File: config.mk
export PLATFORM = sky130hd
export DESIGN_NAME = net_router_input_unit
export DESIGN_NICKNAME = d
export VERILOG_FILES = /design/src/rtl/net_router_input_unit.sv
export SDC_FILE = /design/constraint.sdc
export NUM_CORES = 1
export LEC_CHECK = 0
export BUFFER_PORTS_ARGS = -buffer_cell sky130_fd_sc_hd__buf_2
export CAP_MARGIN = 0
export CELL_PAD_IN_SITES_DETAIL_PLACEMENT = 0
export CELL_PAD_IN_SITES_GLOBAL_PLACEMENT = 1
export CORE_ASPECT_RATIO = 1.4
export CORE_UTILIZATION = 39
export CTS_CLUSTER_SIZE = 12
export DETAILED_ROUTE_END_ITERATION = 8
export MAX_ROUTING_LAYER = met4
export PLACE_DENSITY_LB_ADDON = 0.12
export SETUP_SLACK_MARGIN = 0.1
export SLEW_MARGIN = 20
export SYNTH_ARGS = -nofsm -noshare
export SYNTH_HDL_FRONTEND = slang
export SYNTH_SLANG_ARGS = --single-unit
File: constraint.sdc
create_clock -name clk -period 3.2 [get_ports clk]
set_input_delay 0.16 -clock clk [delete_from_list [all_inputs] [get_ports clk]]
set_output_delay 0.16 -clock clk [all_outputs]
set_load 0.05 [all_outputs]
File: src/rtl/net_router_input_unit.sv
// -----------------------------------------------------------------------------
// net_router_input_unit
//
// Input stage of a 4-node ring router. Incoming messages are buffered in a
// small circular FIFO. The output port for each message is computed once, at
// enqueue time, from the 2-bit destination field in the header. That one-hot
// route is stored next to the message. The head entry is then offered to
// exactly one of the three router outputs (west, terminal, east).
//
// Handshake (upstream and downstream): a transfer happens on a rising clk edge
// when valid and ready are both high in that cycle. Valid never depends
// combinationally on the matching ready. Once the head is offered, its message
// and route stay stable until it is accepted.
//
// Parameters
//   p_router_id    this router's node ID (0..3)
//   p_msg_nbits    full message width; the header is the top 12 bits
//                  ({dest[1:0], src[1:0], opaque[7:0]})
//   p_num_entries  FIFO depth (>= 2); any value, power of two not required
//
// Ports
//   clk      rising-edge clock
//   reset    asynchronous assert, synchronous release, active low
//   in_msg   incoming message
//   in_val   upstream valid
//   in_rdy   space available (low while reset is asserted)
//   out_msg  head message, shared by all three outputs
//   out_val  per-output valid, [0] west, [1] terminal, [2] east (one-hot or 0)
//   out_rdy  per-output ready, same indexing as out_val
//   count    current FIFO occupancy
//
// Build option
//   NET_ROUTE_SHORTEST_EN  when defined: bidirectional shortest-path routing,
//                          where distance 3 goes west and the distance-2 tie
//                          goes east. When undefined: unidirectional ring,
//                          where every non-local message goes east and
//                          out_val[0] is tied low.
// -----------------------------------------------------------------------------
module net_router_input_unit #(
    parameter int p_router_id   = 0,
    parameter int p_msg_nbits   = 44,
    parameter int p_num_entries = 2
) (
    input  logic                               clk,
    input  logic                               reset,
    input  logic [p_msg_nbits-1:0]             in_msg,
    input  logic                               in_val,
    output logic                               in_rdy,
    output logic [p_msg_nbits-1:0]             out_msg,
    output logic [2:0]                         out_val,
    input  logic [2:0]                         out_rdy,
    output logic [$clog2(p_num_entries+1)-1:0] count
);

    localparam int CW = $clog2(p_num_entries + 1);
    localparam int PW = (p_num_entries > 1) ? $clog2(p_num_entries) : 1;

    localparam logic [PW-1:0] LAST_IDX  = PW'(p_num_entries - 1);
    localparam logic [CW-1:0] FULL_CNT  = CW'(p_num_entries);
    localparam logic [1:0]    ROUTER_ID = 2'(p_router_id);

    // One-hot route encodings, indexed like out_val.
    localparam logic [2:0] ROUTE_WEST = 3'b001;
    localparam logic [2:0] ROUTE_TERM = 3'b010;
    localparam logic [2:0] ROUTE_EAST = 3'b100;

`ifdef NET_ROUTE_SHORTEST_EN
    localparam logic [2:0] ROUTE_MASK = 3'b111;
`else
    // Unidirectional ring: the west output can never be requested.
    localparam logic [2:0] ROUTE_MASK = 3'b110;
`endif

    // ------------------------------------------------------------------
    // Route computation on the incoming message
    // ------------------------------------------------------------------
    logic [1:0] in_dest;
    logic [1:0] in_dist;
    logic [2:0] in_route;

    assign in_dest = in_msg[p_msg_nbits-1 -: 2];
    // 2-bit subtraction wraps naturally, which gives the hop distance going
    // east around the 4-node ring.
    assign in_dist = in_dest - ROUTER_ID;

    always_comb begin
        in_route = ROUTE_EAST;
        if (in_dist == 2'd0) begin
            in_route = ROUTE_TERM;
        end
`ifdef NET_ROUTE_SHORTEST_EN
        else if (in_dist == 2'd3) begin
            in_route = ROUTE_WEST;
        end
`endif
    end

    // ------------------------------------------------------------------
    // FIFO state
    // ------------------------------------------------------------------
    logic [p_msg_nbits-1:0] msg_q   [p_num_entries];
    logic [2:0]             route_q [p_num_entries];

    logic [PW-1:0] wr_ptr_q, wr_ptr_d;
    logic [PW-1:0] rd_ptr_q, rd_ptr_d;
    logic [CW-1:0] count_q,  count_d;

    logic          fifo_empty;
    logic          fifo_full;
    logic [2:0]    head_route;
    logic          enq;
    logic          deq;

    assign fifo_empty = (count_q == '0);
    assign fifo_full  = (count_q == FULL_CNT);

    // in_rdy depends only on state and reset. It never depends on out_rdy,
    // so a full FIFO does not accept a message in the same cycle as a
    // dequeue.
    assign in_rdy = !fifo_full && reset;

    assign head_route = route_q[rd_ptr_q] & ROUTE_MASK;
    assign out_msg    = msg_q[rd_ptr_q];
    assign out_val    = fifo_empty ? 3'b000 : head_route;
    assign count      = count_q;

    assign enq = in_val && in_rdy;
    // Ready bits on outputs that are not being offered the head are ignored.
    assign deq = |(out_val & out_rdy);

    // ------------------------------------------------------------------
    // Next-state logic for pointers and occupancy
    // ------------------------------------------------------------------
    always_comb begin
        wr_ptr_d = wr_ptr_q;
        rd_ptr_d = rd_ptr_q;
        count_d  = count_q;

        if (enq) begin
            wr_ptr_d = (wr_ptr_q == LAST_IDX) ? '0 : wr_ptr_q + PW'(1);
        end

        if (deq) begin
            rd_ptr_d = (rd_ptr_q == LAST_IDX) ? '0 : rd_ptr_q + PW'(1);
        end

        unique case ({enq, deq})
            2'b10:   count_d = count_q + CW'(1);
            2'b01:   count_d = count_q - CW'(1);
            default: count_d = count_q;
        endcase
    end

    always_ff @(posedge clk or negedge reset) begin
        if (!reset) begin
            wr_ptr_q <= '0;
            rd_ptr_q <= '0;
            count_q  <= '0;
        end else begin
            wr_ptr_q <= wr_ptr_d;
            rd_ptr_q <= rd_ptr_d;
            count_q  <= count_d;
        end
    end

    // Entry storage is not reset. An entry is only observable once count
    // covers it, and by then it has been written.
    always_ff @(posedge clk) begin
        if (enq) begin
            msg_q[wr_ptr_q]   <= in_msg;
            route_q[wr_ptr_q] <= in_route;
        end
    end

endmodule

==> metrics, run 1 <==
CTS Buf Count 9; Slew Limit Fails 0; CP Launch Type flip-flop; chip width 82.9 um; Compound-Gate Fraction of Synth Area 1.19%; P&R area growth vs syn 32.6%; Ys Warns 0; number of global-route vias before repair 1,986; post-synth net total 221; busiest grt layer met2; Max-slew headroom 57.1%; dpl hpwl 3.89 mm; Synth Area in Simple Gates 0.875%; Cell Area, Synth 3570 um2; Commonest cells post-synth edfxtp_1, mux2_2, buf_4, nor2_1; root buffer cell clkbuf_16; CTS tree done; hold slack 0.0130 ns; final setup violation count 0; largest net degree at the start of global routing 47; CTS Sinks 96; Routed Antenna Nets 0; fin crit share 64.8%; CP peak stage delay 0.65 ns; First-pass DRT Iterations 4; critical path class flip-flop to primary output; Critical-path top delay cell dfrtp_2; GR Util met2 24.0%; Distinct cells, synth 19; Reg2Reg Setup Slack 1.38 ns; Rows 41; CP Capture Type primary output; Post-synth EDFFs 92; Synth Flop Type edfxtp_1; Worst EP required 3.04 ns; Mapped Cells 170; Area contributors post-synth edfxtp_1, mux2_2, dfrtp_1; Total GRT Usage 14.4%; average size of a mapped cell 21.0 um2; per-cell routed wire length 15.1 um; clock buffer depth 2; final hold vios 0; min-delay src in_msg[2]; Yosys top cell area share 77.3%; CTS resizes 0; Reg clk slew, reported paths 0.06 ns; GRT Residual Overflow 0; Port Buffers 97; Setup Skew 0.0119 ns; RSZ-0062 raised after global routing false; hold path depth 1; FFs w/ async S/R, synth 4.17%; worst hold endpoint msg_q[1][2]$_DFFE_PP_; FF+latch count, synth 96; Die Area 9560 um2; fmax 482 MHz; starting density of the core 39.8%; peak supply drop 0.000542 V; DR iter-0 viols 77; DR vias 1,937; share of cells above drive strength 1 54.8%; die height 115 um; Synth Area in Adders 0.350%; outcome finished clean; most frequent cell after synthesis edfxtp_1; Setup TNS 0 ns; P_leak 1.79 nW; Tightest Pin Transition 0.643 ns; layout net count 351; first-pass GRT wire length 9.77 mm; critical path peak fanout 18; met3 usage 4.52%; Vias per Instance 4.70; mux contribution to synthesized area 14.4%; GR met1 Demand/Resource 15.3%; critical path arrival 1.91 ns; r2r endpoint msg_q[0][3]$_DFFE_PP_; Core ar. 8980 um2; Ports 100; Routability Congestion 0.637; Diodes inserted 0; Hold-fix buffers, CTS 24; post-route minimum period 2.07 ns; cells on worst reg2reg path 4; PD cells 935 nW/um2; postcts setup bufs 0; Hold Crit Class primary input to flip-flop; largest area contributor in the netlist edfxtp_1; critical path cell sequence buf_4 > mux2_2 > buf_2; largest family of logic cells by synthesized area multiplexers; launch point of the worst reg-to-reg path count[1]$_DFFE_PN0P_; DRC 0; aggregate routed wire length 6.23 mm; Clock Latency Late Sink 0.34 ns; Layout fillers 788; H-tree depth 3; Seq/Total Area, Yosys 80.1%; initial antenna violation count 0; Post-Synth XOR/XNOR Area 1.23%; max-cap viol count 0
-- sequential cells by signal, indices dropped and copies added, names as in the netlist --
name	cells
rd_ptr_q	1
route_q	4
wr_ptr_q	1
msg_q	88
count	2
-- how the worst max path moves through the flow --
stage	from	to	slack [ns]	depth (start not counted)
6_report	rd_ptr_q$_DFFE_PN0N_	out_msg[37]	1.13	3
5_1_grt	rd_ptr_q$_DFFE_PN0N_	out_msg[36]	1.00	3
4_1_cts	rd_ptr_q$_DFFE_PN0N_	out_msg[21]	1.07	3
3_5_place_dp	count[1]$_DFFE_PN0P_	msg_q[0][15]$_DFFE_PP_	1.33	4
3_3_place_gp	count[1]$_DFFE_PN0P_	msg_q[0][8]$_DFFE_PP_	1.34	4
2_1_floorplan	count[0]$_DFFE_PN0P_	msg_q[1][0]$_DFFE_PP_	0.24	3
-- power breakdown --
group          internal (mW)  switching, mW
Clock                  0.605          0.443
Sequential              1.57          0.103
Combinational          0.513           1.20
Total                   2.69           1.74
-- layout by cell type (no fill, tap or decap) --
master         count
buf_2             97
inv_1              2
bufinv_16          1
ha_1               1
clkinvlp_4         2
o21ai_0            2
nor2_4             1
o22ai_2            1
o211ai_2           1
buf_12             1
mux2i_1            2
or2_2              1
dlygate4sd3_1     25
dfrtp_1            3
clkinv_4           2
clkbuf_16          9
edfxtp_1          92
xnor2_1            4
xor2_1             1
buf_4              3
nor2_1             4
o21a_1             1
dfrtp_2            1
mux2_2            44
clkinv_2           2
and3_2             1
conb_1             1
-- cells by family (layout without fill, tap and decap cells) --
group	after synthesis	count (layout)
DFF	96	96
other	1	1
buffers and inverters	9	144
AOI/OAI and AO/OA	5	5
xor gates and xnor gates	5	5
muxes	46	46
adders and majority gates	1	1
and+or+nand+nor	7	7
-- area by class of cell --
class                           instances  area, um2  area share [%]
Sequential cell                        96       2860            60.4
Timing Repair Buffer                  126        778            16.4
Multi-Input combinational cell         65        658            13.9
Clock buffer                            9        225            4.75
Tap cell                              107        134            2.82
Clock inverter                          7       72.6            1.53
Inverter                                2       7.51           0.158
-- metrics by stage --
| step | cell area [um2] | power (mW) | std cells | worst slack, ns | utilization [%] |
|---|---|---|---|---|---|
| 4_1_cts | 4730 | 4.49 | 411 | 1.07 | 52.7 |
| 3_3_place_gp | 4190 | 3.41 | 371 | 1.34 | 46.7 |
| 2_1_floorplan | 3580 | 3.07 | 170 | 0.245 | - |
| 6_report | 4740 | 4.43 | 412 | 1.13 | 52.8 |
| 5_1_grt | 4740 | 4.63 | 412 | 1.00 | 52.8 |
| 3_5_place_dp | 4190 | 3.42 | 371 | 1.33 | 46.7 |
-- critical path, delay by kind of cell (launching register included) --
kind | cells | cell delay, ns
flip-flops | 1 | 0.65
buffers and inverters | 2 | 0.55
multiplexers | 1 | 0.37
-- metal layers --
metal / up-vias / part of all wire (%)
met3: 7 / 5.1
met2: 63 / 52
met1: 947 / 41
met5: - / 0
met4: 0 / 1.9
li1: 920 / -
Power figures use the tool's default switching activity.
==> inputs of run 2 (changes only) <==
==> constraint.sdc (replaced) <==
create_clock -name clk -period 1.9 [get_ports clk]
set_input_delay 0.095 -clock clk [delete_from_list [all_inputs] [get_ports clk]]
set_output_delay 0.095 -clock clk [all_outputs]
set_load 0.05 [all_outputs]
==> metrics, run 2 (synthesized netlist as in run 1, its figures left out) <==
Rows 41 (unchanged); P&R area growth vs syn 40.3%; Critical-path top delay cell dfrtp_2; max FFs per register 88 (unchanged); min-delay src in_val; Setup WS pre-CTS 0.281 ns (-1.04 ns); GR Util met2 24.2% (+0.22 points); launch point of the worst reg-to-reg path rd_ptr_q$_DFFE_PN0N_; commonest non-fill, non-tap cell in the layout buf_2; Vias per Instance 4.57 (-2.9%); Worst EP required 1.80 ns (-1.24 ns); initial antenna violation count 0 (unchanged); fin cells 436 (+5.8%); CTS Sinks 96 (unchanged); DRC 0 (unchanged); post-route minimum period 1.67 ns; cells on worst reg2reg path 6 (+2); GR met1 Demand/Resource 15.7% (+0.39 points); Routed Antenna Nets 0 (unchanged); Core ar. 8980 um2 (unchanged); share of cells above drive strength 1 52.9% (-1.9 points); Crit path max-delay family buffers and inverters; GRT Residual Overflow 0 (unchanged); chip width 82.9 um (unchanged); Logic pwr share 40.6% (+2.0 points); die height 115 um (unchanged); max-cap viol count 0 (unchanged); root buffer cell clkbuf_16; Total GRT Usage 14.2% (-0.13 points); Pwr Total 7.59 mW (+71%); Ports 100 (unchanged); CP Launch Type flip-flop; layout net count 375 (+6.8%); met3 usage 3.52% (-1.0 points); starting density of the core 39.8% (unchanged); Reg clk slew, reported paths 0.06 ns (about the same); per-cell routed wire length 14.2 um (-6.3%); Psw 2.94 mW (+69%); critical path arrival 1.58 ns (-0.33 ns); placed cells 373 (+0.54%); PD cells 1510 nW/um2 (+62%); worst path buffer plus inverter count 2 (unchanged); Diodes inserted 0 (unchanged); clock buffer depth 2 (unchanged); Layout fillers 738 (-6.3%); clock power share 22.9% (-0.7 points); worst hold endpoint wr_ptr_q$_DFFE_PN0N_; largest net degree at the start of global routing 40 (-15%); area taken by flip-flops and latches 2870 um2 (about the same); final core occ 55.9% (+3.1 points); Die Area 9560 um2 (unchanged); aggregate routed wire length 6.18 mm (-0.83%); CP Capture Type primary output; hold path depth 3 (+2); area of the multi-input gates 672 um2 (+2.1%); fin crit share 88.1%; critical path class flip-flop to primary output; Setup Skew 0.00584 ns (-0.00601 ns); switching share of power 38.8% (-0.58 points); CP peak stage delay 0.42 ns (-0.23 ns); Hold Crit Class primary input to flip-flop; worst setup margin 0.226 ns (-0.902 ns); H-tree depth 3 (unchanged); Reg2Reg Setup Slack 0.26 ns (-1.12 ns); r2r endpoint count[1]$_DFFE_PN0P_; CTS tree done; Port Buffers 97 (unchanged); first-pass GRT wire length 9.89 mm (+1.2%); sequential power share 36.6% (-1.2 points); Clock Latency Late Sink 0.34 ns (about the same); final hold vios 0 (unchanged); internal power 4.64 mW (+73%); hold slack 0.0887 ns (+0.0756 ns); register with the most flip-flops msg_q; outcome finished clean; RSZ-0062 raised after global routing false; busiest grt layer met2; critical path cell sequence buf_4 > mux2_2 > buf_2; CTS Buf Count 9 (unchanged); peak supply drop 0.00101 V (+86%); commonest cells after routing, fill and taps aside buf_2, edfxtp_1, dlygate4sd3_1; critical path peak fanout 14 (-4); dpl hpwl 3.95 mm (+1.4%); Slew Limit Fails 0 (unchanged); fmax 597 MHz; Routability Congestion 0.661 (+3.7%); DR vias 1,991 (+2.8%); number of global-route vias before repair 2,031 (+2.3%); P_leak 1.90 nW (+6.0%); final setup violation count 0 (unchanged); DR iter-0 viols 102 (+32%); First-pass DRT Iterations 3 (-1)
-- run 2: cell types whose count changed in the layout (fill, tap and decap cells not counted), sizes merged --
cell and delta:
dlygate4sd3 +20, buf +4, clkbuf +1, clkinv -1
-- run 2: how the worst max path moves through the flow --
| stage | start | end | slack (ns) | depth (start not counted) |
|---|---|---|---|---|
| after global placement | rd_ptr_q$_DFFE_PN0N_ | out_msg[9] | 0.29 | 3 |
| after CTS | rd_ptr_q$_DFFE_PN0N_ | out_msg[2] | 0.18 | 3 |
| final | rd_ptr_q$_DFFE_PN0N_ | out_msg[2] | 0.23 | 3 |
| after global routing | rd_ptr_q$_DFFE_PN0N_ | count[1]$_DFFE_PN0P_ | 0.12 | 6 |
| after detailed placement | rd_ptr_q$_DFFE_PN0N_ | count[1]$_DFFE_PN0P_ | 0.28 | 5 |
| after floorplan | count[0]$_DFFE_PN0P_ | msg_q[0][0]$_DFFE_PP_ | -0.0007 | 3 |
-- run 2: worst reg2reg max path, delay by kind of cell (launching register included) --
| family | cells | cell delay (ns) |
|---|---|---|
| AO/OA/AOI/OAI | 1 | 0.15 |
| XOR/XNOR | 1 | 0.12 |
| adder cells (fa/ha/maj) | 1 | 0.33 |
| buffers and inverters | 1 | 0.16 |
| flip-flops | 1 | 0.45 |
| multiplexers | 1 | 0.23 |
| AND/OR/NAND/NOR | 1 | 0.14 |
-- run 2: layout make-up --
cell class | instances | share of cell area, %
repair buffers | 150 | 20.9
clock inverters | 6 | 1.20
multi-input cells | 65 | 13.4
well taps | 107 | 2.67
inverters | 2 | 0.150
clock buffers | 10 | 4.57
flip-flops and latches | 96 | 57.2
-- run 2: what timing repair did --
| action | 4_1_cts | 5_1_grt |
|---|---|---|
| setup buffers | 2 | 0 |
| setup endpoints to repair | 37 | 0 |
| endpoints found under the hold margin | 92 | 0 |
| hold buffers | 45 | 0 |
| gates resized for setup | 3 | 0 |
-- run 2: routing by layer --
| metal | up-vias | part of all wire [%] |
|---|---|---|
| met5 | - | 0 |
| met4 | 0 | 2.0 |
| met3 | 9 | 4.2 |
| met2 | 60 | 54 |
| met1 | 957 | 40 |
| li1 | 965 | - |
-- run 2: power by group through the flow --
| stage | registers, mW | clock network (mW) | logic, mW |
|---|---|---|---|
| after floorplan | 2.84 | 0 | 2.37 |
| after global placement | 2.83 | 0 | 2.97 |
| after detailed placement | 2.84 | 0 | 2.96 |
| after CTS | 2.78 | 1.79 | 3.13 |
| after global routing | 2.81 | 1.86 | 3.25 |
| final | 2.77 | 1.74 | 3.08 |
-- run 2: stage by stage --
step / instance area (um2) / setup TNS [ns]
after CTS: 5010 / 0
after global routing: 5010 / 0
after global placement: 4250 / 0
final: 5010 / 0
after detailed placement: 4250 / 0
after floorplan: 3600 / -0.0321
